<file path="src/rtl/bus_arbiter_pkg.sv">
// Shared definitions for the instruction-fetch / load-store bus arbiter:
// FSM state encoding, starvation counter width and its default limit.
package bus_arbiter_pkg;

  typedef enum logic [1:0] {
    IDLE    = 2'd0,
    IF_PEND = 2'd1,
    LS_PEND = 2'd2,
    IF_DROP = 2'd3
  } arb_state_t;

  // Default number of back-to-back LSU grants allowed while a fetch waits.
  localparam int STARVE_MAX_DEFAULT = 4;

  // Width of the starvation counter; STARVE_MAX must fit in it.
  localparam int STARVE_W = 3;

endpackage

</file>
<file path="src/rtl/bus_arbiter_pick.sv">
// Combinational requester selection. The LSU wins while the fetch side has
// not yet been starved; once the limit is reached a live (non-flushed) fetch
// wins, and the LSU still gets the bus if the fetch side is not asking.
module bus_arb_pick
  import bus_arbiter_pkg::*;
#(
  parameter int STARVE_MAX = STARVE_MAX_DEFAULT
) (
  input  logic                if_req,
  input  logic                if_flush,
  input  logic                ls_req,
  input  logic [STARVE_W-1:0] starve_cnt,
  output logic                sel_if,
  output logic                sel_ls
);

  logic ls_first;

  assign ls_first = ls_req && (starve_cnt < STARVE_W'(STARVE_MAX));
  assign sel_if   = !ls_first && if_req && !if_flush;
  assign sel_ls   = ls_first || (!sel_if && ls_req);

endmodule

</file>
<file path="src/rtl/bus_arbiter.sv">
// Two-master arbiter sharing one memory port between instruction fetch and
// load/store. Only one bus transaction is ever outstanding. A fetch flushed
// while in flight is tracked until its response arrives and then dropped.
module bus_arbiter
  import bus_arbiter_pkg::*;
#(
  parameter int STARVE_MAX = STARVE_MAX_DEFAULT,
  parameter int ADDR_W     = 32
) (
  input  logic              i_clk,
  input  logic              i_rst,
  input  logic              i_if_req,
  input  logic [ADDR_W-1:0] i_if_addr,
  input  logic              i_if_flush,
  output logic              o_if_gnt,
  output logic              o_if_rvalid,
  output logic [31:0]       o_if_rdata,
  input  logic              i_ls_req,
  input  logic              i_ls_we,
  input  logic [ADDR_W-1:0] i_ls_addr,
  input  logic [31:0]       i_ls_wdata,
  input  logic [3:0]        i_ls_wstrb,
  output logic              o_ls_gnt,
  output logic              o_ls_rvalid,
  output logic [31:0]       o_ls_rdata,
  output logic              o_ls_busy,
  output logic              o_bus_req,
  output logic              o_bus_we,
  output logic [ADDR_W-1:0] o_bus_addr,
  output logic [31:0]       o_bus_wdata,
  output logic [3:0]        o_bus_wstrb,
  input  logic              i_bus_gnt,
  input  logic              i_bus_rvalid,
  input  logic [31:0]       i_bus_rdata
);

  arb_state_t          state_reg;
  logic [STARVE_W-1:0] starve_cnt_reg;
  logic                sel_if;
  logic                sel_ls;
  logic                idle;
  logic                if_gnt;
  logic                ls_gnt;

  bus_arb_pick #(
    .STARVE_MAX (STARVE_MAX)
  ) u_pick (
    .if_req     (i_if_req),
    .if_flush   (i_if_flush),
    .ls_req     (i_ls_req),
    .starve_cnt (starve_cnt_reg),
    .sel_if     (sel_if),
    .sel_ls     (sel_ls)
  );

  assign idle   = (state_reg == IDLE);
  assign if_gnt = idle && sel_if && i_bus_gnt;
  assign ls_gnt = idle && sel_ls && i_bus_gnt;

  // Transaction-tracking FSM and starvation counter.
  always_ff @(posedge i_clk or posedge i_rst) begin
    if (i_rst) begin
      state_reg      <= IDLE;
      starve_cnt_reg <= '0;
    end else begin
      case (state_reg)
        IDLE: begin
          if (if_gnt) begin
            state_reg      <= IF_PEND;
            starve_cnt_reg <= '0;
          end else if (ls_gnt) begin
            state_reg <= LS_PEND;
            if (!i_if_req)
              starve_cnt_reg <= '0;
            else if (starve_cnt_reg < STARVE_W'(STARVE_MAX))
              starve_cnt_reg <= starve_cnt_reg + 1'b1;
          end
        end
        IF_PEND: begin
          // A response wins over a flush: the transaction is finished either way.
          if (i_bus_rvalid)
            state_reg <= IDLE;
          else if (i_if_flush)
            state_reg <= IF_DROP;
        end
        LS_PEND, IF_DROP: begin
          if (i_bus_rvalid)
            state_reg <= IDLE;
        end
        default: state_reg <= IDLE;
      endcase
    end
  end

  // Bus request muxing, grants and response steering; everything is held at 0 during reset.
  always_comb begin
    o_if_gnt    = 1'b0;
    o_ls_gnt    = 1'b0;
    o_if_rvalid = 1'b0;
    o_if_rdata  = '0;
    o_ls_rvalid = 1'b0;
    o_ls_rdata  = '0;
    o_ls_busy   = 1'b0;
    o_bus_req   = 1'b0;
    o_bus_we    = 1'b0;
    o_bus_addr  = '0;
    o_bus_wdata = '0;
    o_bus_wstrb = '0;
    if (!i_rst) begin
      o_if_gnt = if_gnt;
      o_ls_gnt = ls_gnt;
      if (idle && sel_ls) begin
        o_bus_req   = 1'b1;
        o_bus_we    = i_ls_we;
        o_bus_addr  = i_ls_addr;
        o_bus_wdata = i_ls_wdata;
        o_bus_wstrb = i_ls_wstrb;
      end else if (idle && sel_if) begin
        o_bus_req  = 1'b1;
        o_bus_addr = i_if_addr;
      end
      o_if_rvalid = (state_reg == IF_PEND) && i_bus_rvalid && !i_if_flush;
      o_ls_rvalid = (state_reg == LS_PEND) && i_bus_rvalid;
      if (o_if_rvalid)
        o_if_rdata = i_bus_rdata;
      if (o_ls_rvalid)
        o_ls_rdata = i_bus_rdata;
      o_ls_busy = i_ls_req || ((state_reg == LS_PEND) && !i_bus_rvalid);
    end
  end

endmodule

</file>
<file path="config.mk">
export PLATFORM = sky130hd
export DESIGN_NAME = bus_arbiter
export DESIGN_NICKNAME = d
export VERILOG_FILES = /design/src/rtl/bus_arbiter_pkg.sv /design/src/rtl/bus_arbiter_pick.sv /design/src/rtl/bus_arbiter.sv
export SDC_FILE = /design/constraint.sdc
export NUM_CORES = 1
export LEC_CHECK = 0
export ABC_AREA = 1
export CAP_MARGIN = 20
export CORE_AREA = 2 2 108 110
export DETAILED_ROUTE_END_ITERATION = 12
export DIE_AREA = 0 0 110 112
export HOLD_SLACK_MARGIN = 0.02
export RECOVER_POWER = 100
export SKIP_CTS_REPAIR_TIMING = 1
export SYNTH_ARGS = -nofsm -noshare
export SYNTH_HDL_FRONTEND = slang
export SYNTH_SLANG_ARGS = --single-unit
</file>
<file path="constraint.sdc">
create_clock -name i_clk -period 1.6 [get_ports i_clk]
set_input_delay 0.32 -clock i_clk [delete_from_list [all_inputs] [get_ports i_clk]]
set_output_delay 0.32 -clock i_clk [all_outputs]
set_load 0.03 [all_outputs]
</file>
; ---- Word-level counts from Yosys, hierarchy flattened
; Index checks and enable logic that the tools add are counted.
[op_classes]
n_addsub = 1
n_mul = 0
div = 0
magnitude_cmp = 1
eq_ne = 7
shifts = 0
muxes = 31
bitwise_logic = 0
n_reduce_logical = 23
[op_table]
columns = op, count
row1 = 32-bit 2-to-1 mux, 9
row2 = 1-bit logical AND, 12
row3 = 3-bit 2-to-1 mux, 4
row4 = 1-bit 2-to-1 mux, 10
row5 = 2-bit 2-to-1 mux, 5
row6 = 4-bit 2-to-1 mux, 2
row7 = "3-bit by 1-bit != test with 1-bit output, second input constant", 2
row8 = 2-bit one-hot mux with 3 select lines, 1
row9 = 3-bit AND reduction, 2
row10 = "2-bit == test, second input constant", 2
row11 = 1-bit zero test, 4
row12 = "3-bit by 1-bit adder with 3-bit output, second input constant", 1
row13 = "3-bit less-than comparator, second input constant", 1
row14 = "3-bit != test, second input constant", 1
row15 = "2-bit by 1-bit == test with 1-bit output, second input constant", 1
row16 = 2-bit zero test, 1
row17 = 1-bit logical OR, 2
row18 = "2-bit != test, second input constant", 1
row19 = 2-bit nonzero test, 1
row20 = 2-bit OR reduction, 1
[word_totals]
regBits = 5
latch_bits = 0
ramBits = 0
rom_bits = 0
inputBits = 140
output_inout_bits = 139
wordCells = 65
memories = 0

; ---- Logic depth before layout (Yosys ltp)
; Gate-level depths: netlist (run 1).
[logic_depth]
word_depth = 13
ltp_mapped = 8
depth_no_buf = 8

; ---- Hierarchy
; Synthesis (run 1) repeated with hierarchy kept, for this count alone.
[unflattened]
hier_cells = 361
area_unflattened_um2 = 1721.7
[modules_own_cells]
columns = mod, n_inst, cells_per_inst, area_per_inst_um2, seq_area_each_um2
row1 = bus_arbiter, 1, 353, 1684.1, 125.1
row2 = bus_arb_pick, 1, 8, 37.5, 0.0

; ---- Worst setup path after synthesis (run 1)
; OpenSTA, ideal clock, no wires.
[synth_timing]
path_kind = reg-to-output
start = reg state_reg[1]
end = out o_bus_addr[10]
arrival_time_ns = 1.487
required_time_ns = 1.280
slack_ns = -0.207
path_stages_with_launch = 9
n_path_buf = 1
path_cell_list = dfrtp_1 -> inv_2 -> nand2_4 -> nor2_4 -> nand2_2 -> inv_4 -> buf_6 -> nand2_1 -> a21oi_1
[synth_between]
elab_chain_len = 5
elab_cells_between_ends = 6
cone_classes = 3 x mux / 3 x reduce/logical
[synth_rtl]
columns = item, line
row1 = start: declaration, bus_arbiter.sv:37  ; arb_state_t state_reg;
row2 = start signal: assignment, bus_arbiter.sv:63  ; state_reg <= IDLE;
row3 = start signal: assignment, bus_arbiter.sv:69  ; state_reg <= IF_PEND;
row4 = start signal: assignment, bus_arbiter.sv:72  ; state_reg <= LS_PEND;
row5 = 2-bit zero test (*), bus_arbiter.sv:56  ; assign idle = (state_reg == IDLE);
row6 = 1-bit logical AND, bus_arbiter.sv:118  ; end else if (idle && sel_if) begin
row7 = 32-bit 2-to-1 mux, bus_arbiter.sv:118
row8 = 32-bit 2-to-1 mux (*), bus_arbiter.sv:112  ; if (idle && sel_ls) begin
row9 = 32-bit 2-to-1 mux (*), bus_arbiter.sv:109  ; if (!i_rst) begin
row10 = end: declaration, bus_arbiter.sv:29  ; output logic [ADDR_W-1:0] o_bus_addr,
; Mark *: on every way between the ends. The rest lies on a longest branch, timed or not.

; ---- Worst setup path in the final report (run 1)
; Ends and elaborated chain as after synthesis.

==> summary.txt, run 1 <==
Worst Setup Start Kind: register
fin crit share: 124%
worst r2r src: state_reg[1]
Critical Path Start: state_reg[1]
fraction of registers with async set/reset: 100%
Final Skew: 3.36 ps
Routed wire per std cell: 15.4 um
initial antenna violation count: 0
crit-path max FO: 16
top cells by count, synth: 81 x nand2_1, 77 x inv_1, 67 x nor2_1
Switch Pwr: 2310 uW
Worst-path clk slew: 40 ps
min cycle time layout: 1980 ps
Final Worst Setup Slack: -379 ps
number of buffers created by CTS: 3
nets: 814
Clock power frac: 8.9%
Slew Limit Fails: 0
Clock Sinks: 5
max_slew headroom: 67.0%
power per cell area: 702 nW/um^2
critical path arrival: 1660 ps
Least-Margin Pin Slew: 495 ps
die extent in x: 110 um
Starting Density: 16.5%
reg2reg end: state_reg[1]
I/O Buffers: 278
endpoints failing setup: 138
largest cells by area after synthesis: nand2_1 16%, inv_1 16%, nor2_1 14%, nor2_2 9.8%, nor2_4 7.9%
Synth area leader: nand2_1
area share of the largest cell type after synthesis: 16.5%
Total Power: 4760 uW
Syn. warnings: 0
Flop pwr share: 4.6%
Worst Path Required: 1280 ps
max cap viols: 0
DR pass1 iterations: 4
CTS Buffer Depth: 2
Routed WL: 12500 um
Tot GR Track Use: 16.0%
first-pass GRT wire length: 15600 um
CTS tree: built
DR vias/cell: 4.19
R2R Setup Slk: 90 ps
Syn Nets: 493
EDFF count, synth: 0
Max H-tree Level: 1
crit end category: primary output
Antenna diodes: 0
largest net degree at the start of global routing: 33
Placer Congestion: 0.817
status: finished with violations
Synth Cell Area: 1850 um^2
number of global-route vias before repair: 3199
max reg flops: 3
worst skew pair latency: 230 ps
Hold Fails Final Rpt: 0
mean post-synth cell area: 5.25 um^2
Max Clock Freq: 505 MHz
root buffer cell: clkbuf_16
sequential area share after synthesis: 6.77%
number of distinct library cells after synthesis: 25
Mapped Cells: 352
Pleak: 0.00303 uW
die area: 12300 um^2
pre-CTS setup slack: -588 ps
sw frac: 48.5%
total gr overflow: 0
area delta synth->final: 267%
die height: 112 um
Setup CP Type: reg2out
IO Pins: 279
Row Count: 39
routed vias: 3414
fraction of layout cells with a size suffix above 1: 58.5%
VDD IR-drop max: 0.372 mV
Final Core Density: 60.6%
Synth Register Bits: 5
Synth Flop Type: dfrtp_1
RSZ-0062 raised after global routing: true
Comb pwr share: 86.5%
failing checks: setup timing
CP endpoint: o_bus_addr[10]
HP Class: reg2reg
R2R cell count: 11
ANT nets after route: 0
DRC errors left: 0
CORE AREA: 11200 um^2
most common cell in the synthesized netlist: nand2_1
Min Hold Slack: 552 ps
Pint: 2450 uW
HPWL Detailed: 8990 um
Iter 0 DRT Violations: 85
[per-stage QoR]
| step | cells | cell area (um^2) | TNS, ps |
|---|---|---|---|
| 2_1_floorplan | 352 | 2450 | -1790 |
| 3_3_place_gp | 790 | 5490 | -58000 |
| 3_5_place_dp | 790 | 5490 | -59750 |
| 4_1_cts | 794 | 5570 | -59120 |
| 5_1_grt | 815 | 6780 | -50880 |
| 6_report | 815 | 6780 | -43350 |
[power by group through the flow]
stage	clock network (uW)	logic [uW]	registers, uW
floorplan	0	1830	209
global placement	0	3110	211
detailed placement	0	3160	212
CTS	424	3170	214
global route	438	4330	222
finish	424	4120	217
[final cells by class]
class / count / area [um^2]
Clock buffer: 4 / 78.8
Tap cell: 143 / 179
Inverter: 82 / 325
Timing Repair Buffer: 334 / 3750
Fill cell: 941 / 4400
Sequential cell: 5 / 126
Multi-Input combinational cell: 247 / 2320
[worst max-delay path, stage by stage, from the launching register on]
cell and delay, ps:
dfrtp_1 400, inv_2 90, nand2_4 80, nor2_4 120
nand2_4 80, clkinv_8 100, buf_12 150, nand2_1 80
a21oi_2 170, buf_6 150
[layout by cell type (no fill, tap or decap), types with 9 or more instances in the layout]
cell / instances
inv_1: 75
nor2_4: 94
a21oi_2: 9
nand2_4: 17
a21oi_4: 23
clkbuf_16: 12
buf_4: 59
nand2_2: 27
buf_12: 29
clkdlybuf4s50_1: 134
buf_6: 95
nor2_2: 9
nand2_1: 39
[cell families (layout without fill, tap and decap cells)]
kind of cell | Yosys count | in the layout | share of synthesized area (%)
AND/OR/NAND/NOR | 209 | 210 | 55.4
buffers and inverters | 101 | 420 | 25.7
AO/OA/AOI/OAI | 36 | 36 | 11.5
adder cells (fa/ha/maj) | 1 | 1 | 0.677
flip-flops | 5 | 5 | 6.77
[layer usage]
layer	GRT usage (%)	part of all wire [%]	vias to the layer above
li1	-	-	1663
met1	16.1	33	1557
met2	32.3	56	186
met3	4.10	9.7	8
met4	2.53	0.83	0
met5	0	0	-
[how the worst min path moves through the flow]
stage,start,to,depth (start not counted)
after floorplan,i_rst,starve_cnt_reg[0],2
after global placement,starve_cnt_reg[1],starve_cnt_reg[1],2
after detailed placement,i_rst,starve_cnt_reg[1],4
after CTS,i_rst,starve_cnt_reg[2],4
after global routing,starve_cnt_reg[1],starve_cnt_reg[1],2
final,starve_cnt_reg[1],starve_cnt_reg[1],2
(Power assumes the default switching activity.)
==> inputs of run 2 (changes only) <==
--- a/config.mk
+++ b/config.mk
@@ -6,7 +6,6 @@
 export NUM_CORES = 1
 export LEC_CHECK = 0
 export ABC_AREA = 1
-export CAP_MARGIN = 20
 export CORE_AREA = 2 2 108 110
 export DETAILED_ROUTE_END_ITERATION = 12
 export DIE_AREA = 0 0 110 112
==> constraint.sdc (replaced) <==
create_clock -name i_clk -period 1.88 [get_ports i_clk]
set_input_delay 0.376 -clock i_clk [delete_from_list [all_inputs] [get_ports i_clk]]
set_output_delay 0.376 -clock i_clk [all_outputs]
set_load 0.03 [all_outputs]
==> run 2 against run 1 <==
  * The flow still finishes with violations (setup timing)
  * Clock skew down 2.3 ps
  * Routed wire length down 2.9%
  * Critical path depth down 1
  * First-iteration DRC count up 66%
  * Total power down 26%
  * Critical path type unchanged
==> summary.txt, run 2 (same netlist as run 1, synthesis figures left out) <==
status: finished with violations
failing checks: setup timing
DR vias/cell: 4.20
Final Core Density: 56.1%
Antenna diodes: 0
min cycle time layout: 2060 ps
Largest stage delay, worst path: 390 ps
worst r2r src: state_reg[0]
Worst Path Required: 1500 ps
fill cell count: 954
CTS Buffer Depth: 2
HP Class: in2async
max_slew headroom: 74.9%
critical path cell sequence: inv_2, nand2_2, nand3_4, nor2_4, buf_12, nand2_1, a21oi_1, buf_4
sw frac: 48.9%
fin crit share: 109%
Switch Pwr: 1720 uW
Routed met2 length: 6610 um
number of global-route vias before repair: 2854
die extent in x: 110 um
Slowest-stage cell, CP: dfrtp_1
Critical Path Start: starve_cnt_reg[2]
DRC errors left: 0
Max Used Layer: met4
max reg flops: 3
Clock Sinks: 5
CP top delay family: simple AND/OR/NAND/NOR gates
Row Count: 39
Flop pwr share: 5.1%
Pint: 1800 uW
RSZ-0062 raised after global routing: true
critical path arrival: 1680 ps
commonest cells after routing, fill and taps aside: 134 x clkdlybuf4s50_1, 121 x buf_6, 99 x nor2_4
Pleak: 0.00281 uW
nets: 807
Final Skew: 1.03 ps
die height: 112 um
pre-CTS setup slack: -338 ps
power per cell area: 562 nW/um^2
Worst-path clk slew: 30 ps
Routed WL: 12200 um
Clock power frac: 9.9%
CTS tree: built
Routed wire per std cell: 15.1 um
R2R cell count: 11
total gr overflow: 0
Iter 0 DRT Violations: 141
endpoints failing setup: 102
CP endpoint: o_bus_addr[23]
root buffer cell: clkbuf_16
Worst Setup Start Kind: register
Final Worst Setup Slack: -175 ps
crit end category: primary output
area delta synth->final: 239%
Max H-tree Level: 1
routed vias: 3394
Crit path depth: 8
leading cell type in the layout, fill and taps excluded: clkdlybuf4s50_1
Tot GR Track Use: 13.7%
max cap viols: 0
Critical path buffers and inverters: 3
first-pass GRT wire length: 13400 um
wl on met1: 4310 um
Slew Limit Fails: 0
Comb pwr share: 85.0%
ANT nets after route: 0
DR pass1 iterations: 4
number of buffers created by CTS: 3
VDD IR-drop max: 0.292 mV
met3 routed WL: 1130 um
I/O Buffers: 278
Starting Density: 16.5%
largest net degree at the start of global routing: 37
reg2reg end: state_reg[0]
R2R Setup Slk: 220 ps
CORE AREA: 11200 um^2
Least-Margin Pin Slew: 376 ps
Placer Congestion: 0.860
HPWL Detailed: 8160 um
fraction of layout cells with a size suffix above 1: 51.4%
Setup CP Type: reg2out
Hold Fails Final Rpt: 0
Max Clock Freq: 487 MHz
crit-path max FO: 8
die area: 12300 um^2
initial antenna violation count: 0
worst skew pair latency: 230 ps
IO Pins: 279
-- run 2: cell types whose count changed in the layout (fill, tap and decap cells not counted), moves of 19 or more --
cell,change
nand2_1,+36
nand2_2,-19
buf_4,-20
a21oi_4,-23
buf_6,+26
-- run 2: tightest hold or removal path, cell delays in order --
cell and delay (ps):
clkbuf_1 120, inv_4 110, buf_4 110
-- run 2: per-stage QoR --
step	cell area, um^2	total power [uW]	hold WS (ps)	setup TNS, ps	std cells
2_1_floorplan	1850	1500	344	0	352
3_3_place_gp	4640	2450	488	-28200	780
3_5_place_dp	4640	2470	495	-28850	780
4_1_cts	4720	2830	409	-30250	784
5_1_grt	6270	3710	207	-19210	808
6_report	6270	3520	183	-9790	808
-- run 2: area by class of cell --
cell class	count	area [um^2]	area share, %
Timing Repair Buffer	328	3620	57.8
Multi-Input combinational cell	246	1940	31.0
Inverter	82	320	5.11
Tap cell	143	179	2.86
Sequential cell	5	125	2.00
Clock buffer	4	78.8	1.26
-- run 2: routing by layer --
metal	GRT usage, %	vias up
li1	-	1646
met1	14.1	1581
met2	26.1	157
met3	3.98	10
met4	3.80	0
met5	0	-
-- run 2: worst min path at each step --
| stage | startpoint | endpoint | slack, ps |
|---|---|---|---|
| 3_5_place_dp | starve_cnt_reg[1] | starve_cnt_reg[1] | 490 |
| 3_3_place_gp | starve_cnt_reg[1] | starve_cnt_reg[1] | 490 |
| 4_1_cts | i_rst | state_reg[1] | 410 |
| 5_1_grt | i_rst | state_reg[1] | 210 |
| 6_report | i_rst | state_reg[1] | 180 |
| 2_1_floorplan | i_rst | starve_cnt_reg[0] | 340 |
-- run 2: power by group through the flow --
| stage | Clock, uW | Combinational, uW | Sequential (uW) |
|---|---|---|---|
| 6_report | 350 | 2990 | 180 |
| 5_1_grt | 361 | 3170 | 186 |
| 4_1_cts | 354 | 2300 | 176 |
| 3_5_place_dp | 0 | 2290 | 177 |
| 3_3_place_gp | 0 | 2270 | 176 |
| 2_1_floorplan | 0 | 1320 | 178 |
==> inputs of run 3 (changes only) <==
--- a/config.mk
+++ b/config.mk
@@ -5,10 +5,10 @@
 export SDC_FILE = /design/constraint.sdc
 export NUM_CORES = 1
 export LEC_CHECK = 0
-export ABC_AREA = 1
-export CORE_AREA = 2 2 108 110
+export CORE_AREA = 2 2 109 111
+export CTS_BUF_LIST = sky130_fd_sc_hd__clkbuf_8
 export DETAILED_ROUTE_END_ITERATION = 12
-export DIE_AREA = 0 0 110 112
+export DIE_AREA = 0 0 111 113
 export HOLD_SLACK_MARGIN = 0.02
 export RECOVER_POWER = 100
 export SKIP_CTS_REPAIR_TIMING = 1
==> run 3 against run 2 <==
  * The flow still finishes with violations (setup timing)
  * Total power shrank 41%
  * Sequential cell count is the same
  * Combinational power fell by 43%
  * Critical endpoint is now o_bus_wdata[8]
  * Largest cell class unchanged
  * Largest power group unchanged
==> summary.txt, run 3 <==
number of buffers created by CTS: 3
fraction of registers with async set/reset: 100%
largest net degree at the start of global routing: 39
crit end category: primary output
total gr overflow: 0
Iter 0 DRT Violations: 165
power per cell area: 358 nW/um^2
Non-Filler Instances: 717
fin crit share: 120%
DR pass1 iterations: 4
CTS tree: built
Synth Cell Area: 1610 um^2
Switch Pwr: 892 uW
max_slew headroom: 82.1%
CTS Buffer Depth: 2
Least-Margin Pin Slew: 268 ps
Setup CP Type: reg2out
critical path arrival: 1870 ps
Max Used Layer: met4
dpl cells: 686
max reg flops: 3
ANT nets after route: 0
VDD IR-drop max: 0.217 mV
number of distinct library cells after synthesis: 29
Worst-path clk slew: 40 ps
Flop pwr share: 7.4%
CORE AREA: 11300 um^2
Comb pwr share: 82.8%
Pleak: 0.00256 uW
status: finished with violations
Syn. warnings: 0
Pint: 1170 uW
initial antenna violation count: 0
Clock power frac: 9.8%
Synth Flop Type: dfrtp_1
max cap viols: 0
I/O Buffers: 278
worst skew pair latency: 230 ps
commonest cells after routing, fill and taps aside: 134 x clkdlybuf4s50_1, 119 x buf_6, 88 x and2_4
leading cell type in the layout, fill and taps excluded: clkdlybuf4s50_1
crit-path max FO: 19
Final Core Density: 51.1%
Row Count: 39
Hold Fails Final Rpt: 0
DR vias/cell: 4.50
nets: 716
Final Worst Setup Slack: -369 ps
root buffer cell: clkbuf_8
Max Clock Freq: 445 MHz
Final Skew: 6.74 ps
setup TNS: -34180 ps
Routed wire per std cell: 17.6 um
Tot GR Track Use: 14.8%
met3 routed WL: 782 um
first-pass GRT wire length: 15300 um
Placer Congestion: 0.859
IO Pins: 279
Slew Limit Fails: 0
wl on met1: 4910 um
die extent in x: 111 um
Max H-tree Level: 1
Starting Density: 14.3%
HPWL Detailed: 8400 um
Worst Setup Start Kind: register
routed vias: 3228
area delta synth->final: 258%
DRC errors left: 0
endpoints failing setup: 138
EDFF count, synth: 0
largest cells by area after synthesis: and2_1 40%, o21ai_0 11%, a21oi_1 10%, nand3_1 10%, dfrtp_1 7.8%
min cycle time layout: 2250 ps
Worst Path Required: 1500 ps
die height: 113 um
area share of the largest cell type after synthesis: 39.7%
top cells by count, synth: 102 x and2_1, 36 x o21ai_0, 33 x a21oi_1, 33 x nand3_1, 18 x clkbuf_1
fraction of layout cells with a size suffix above 1: 61.5%
sw frac: 43.2%
Syn Nets: 405
die area: 12500 um^2
number of global-route vias before repair: 2815
Routed met2 length: 6680 um
Routed WL: 12600 um
HP Class: in2async
Clock Sinks: 5
failing checks: setup timing
Synth Register Bits: 5
Antenna diodes: 0
Mapped Cells: 264
Synth area leader: and2_1
most common cell in the synthesized netlist: and2_1
mean post-synth cell area: 6.09 um^2
RSZ-0062 raised after global routing: true
sequential area share after synthesis: 7.78%
## run 3: worst paths after layout
kind	startpoint	endpoint	slack, ps	depth (start not counted)
min reg2reg	starve_cnt_reg[1]	starve_cnt_reg[1]	520	1
max in group asynchronous	i_rst	starve_cnt_reg[1]	1200	4
min	i_rst	state_reg[0]	500	4
max reg2reg	state_reg[0]	starve_cnt_reg[0]	300	6
max	state_reg[0]	o_bus_wdata[8]	-370	6
min in group i_clk	starve_cnt_reg[1]	starve_cnt_reg[1]	520	1
## run 3: logic make-up after synthesis
logic type,Yosys count,share of synthesized area [%]
buffers and inverters,30,8.94
AO/OA/AOI/OAI,74,23.8
flip-flops,5,7.78
adder cells (fa/ha/maj),1,0.777
AND/OR/NAND/NOR,153,58.0
multiplexers,1,0.700
## run 3: stage by stage
stage                     total power, uW  cell area (um^2)  setup WS (ps)  hold slack, ps
final                                2060              5760           -369             499
after global routing                 2170              5760           -449             517
after CTS                            1750              4740           -919             522
after detailed placement             1540              4690           -901             511
after global placement               1530              4690           -861             496
after floorplan                       822              1750          -18.1             165
## run 3: power by group through the flow
| stage | Clock [uW] | Sequential (uW) | Combinational, uW |
|---|---|---|---|
| after global placement | 0 | 148 | 1380 |
| after detailed placement | 0 | 150 | 1390 |
| final | 202 | 154 | 1710 |
| after global routing | 215 | 156 | 1800 |
| after CTS | 204 | 149 | 1390 |
| after floorplan | 0 | 140 | 682 |
## run 3: metal layers
metal / vias up / track usage, %
li1: 1522 / -
met1: 1527 / 17.5
met2: 160 / 27.6
met3: 19 / 2.79
met4: 0 / 3.33
met5: - / 0
## run 3: worst max-delay path, stage by stage, from the launching register on
cell and delay, ps:
dfrtp_2 450, or3b_4 450, nor3_4 160, buf_6 130, buf_12 130, and2_1 160, buf_6 140
## run 3: area by class of cell
cell class	instances	area, um^2
flip-flops and latches	5	128
well taps	143	179
inverters	4	17.5
multi-input cells	230	1820
fillers	1024	5510
clock inverters	1	3.75
clock buffers	3	41.3
repair buffers	331	3570
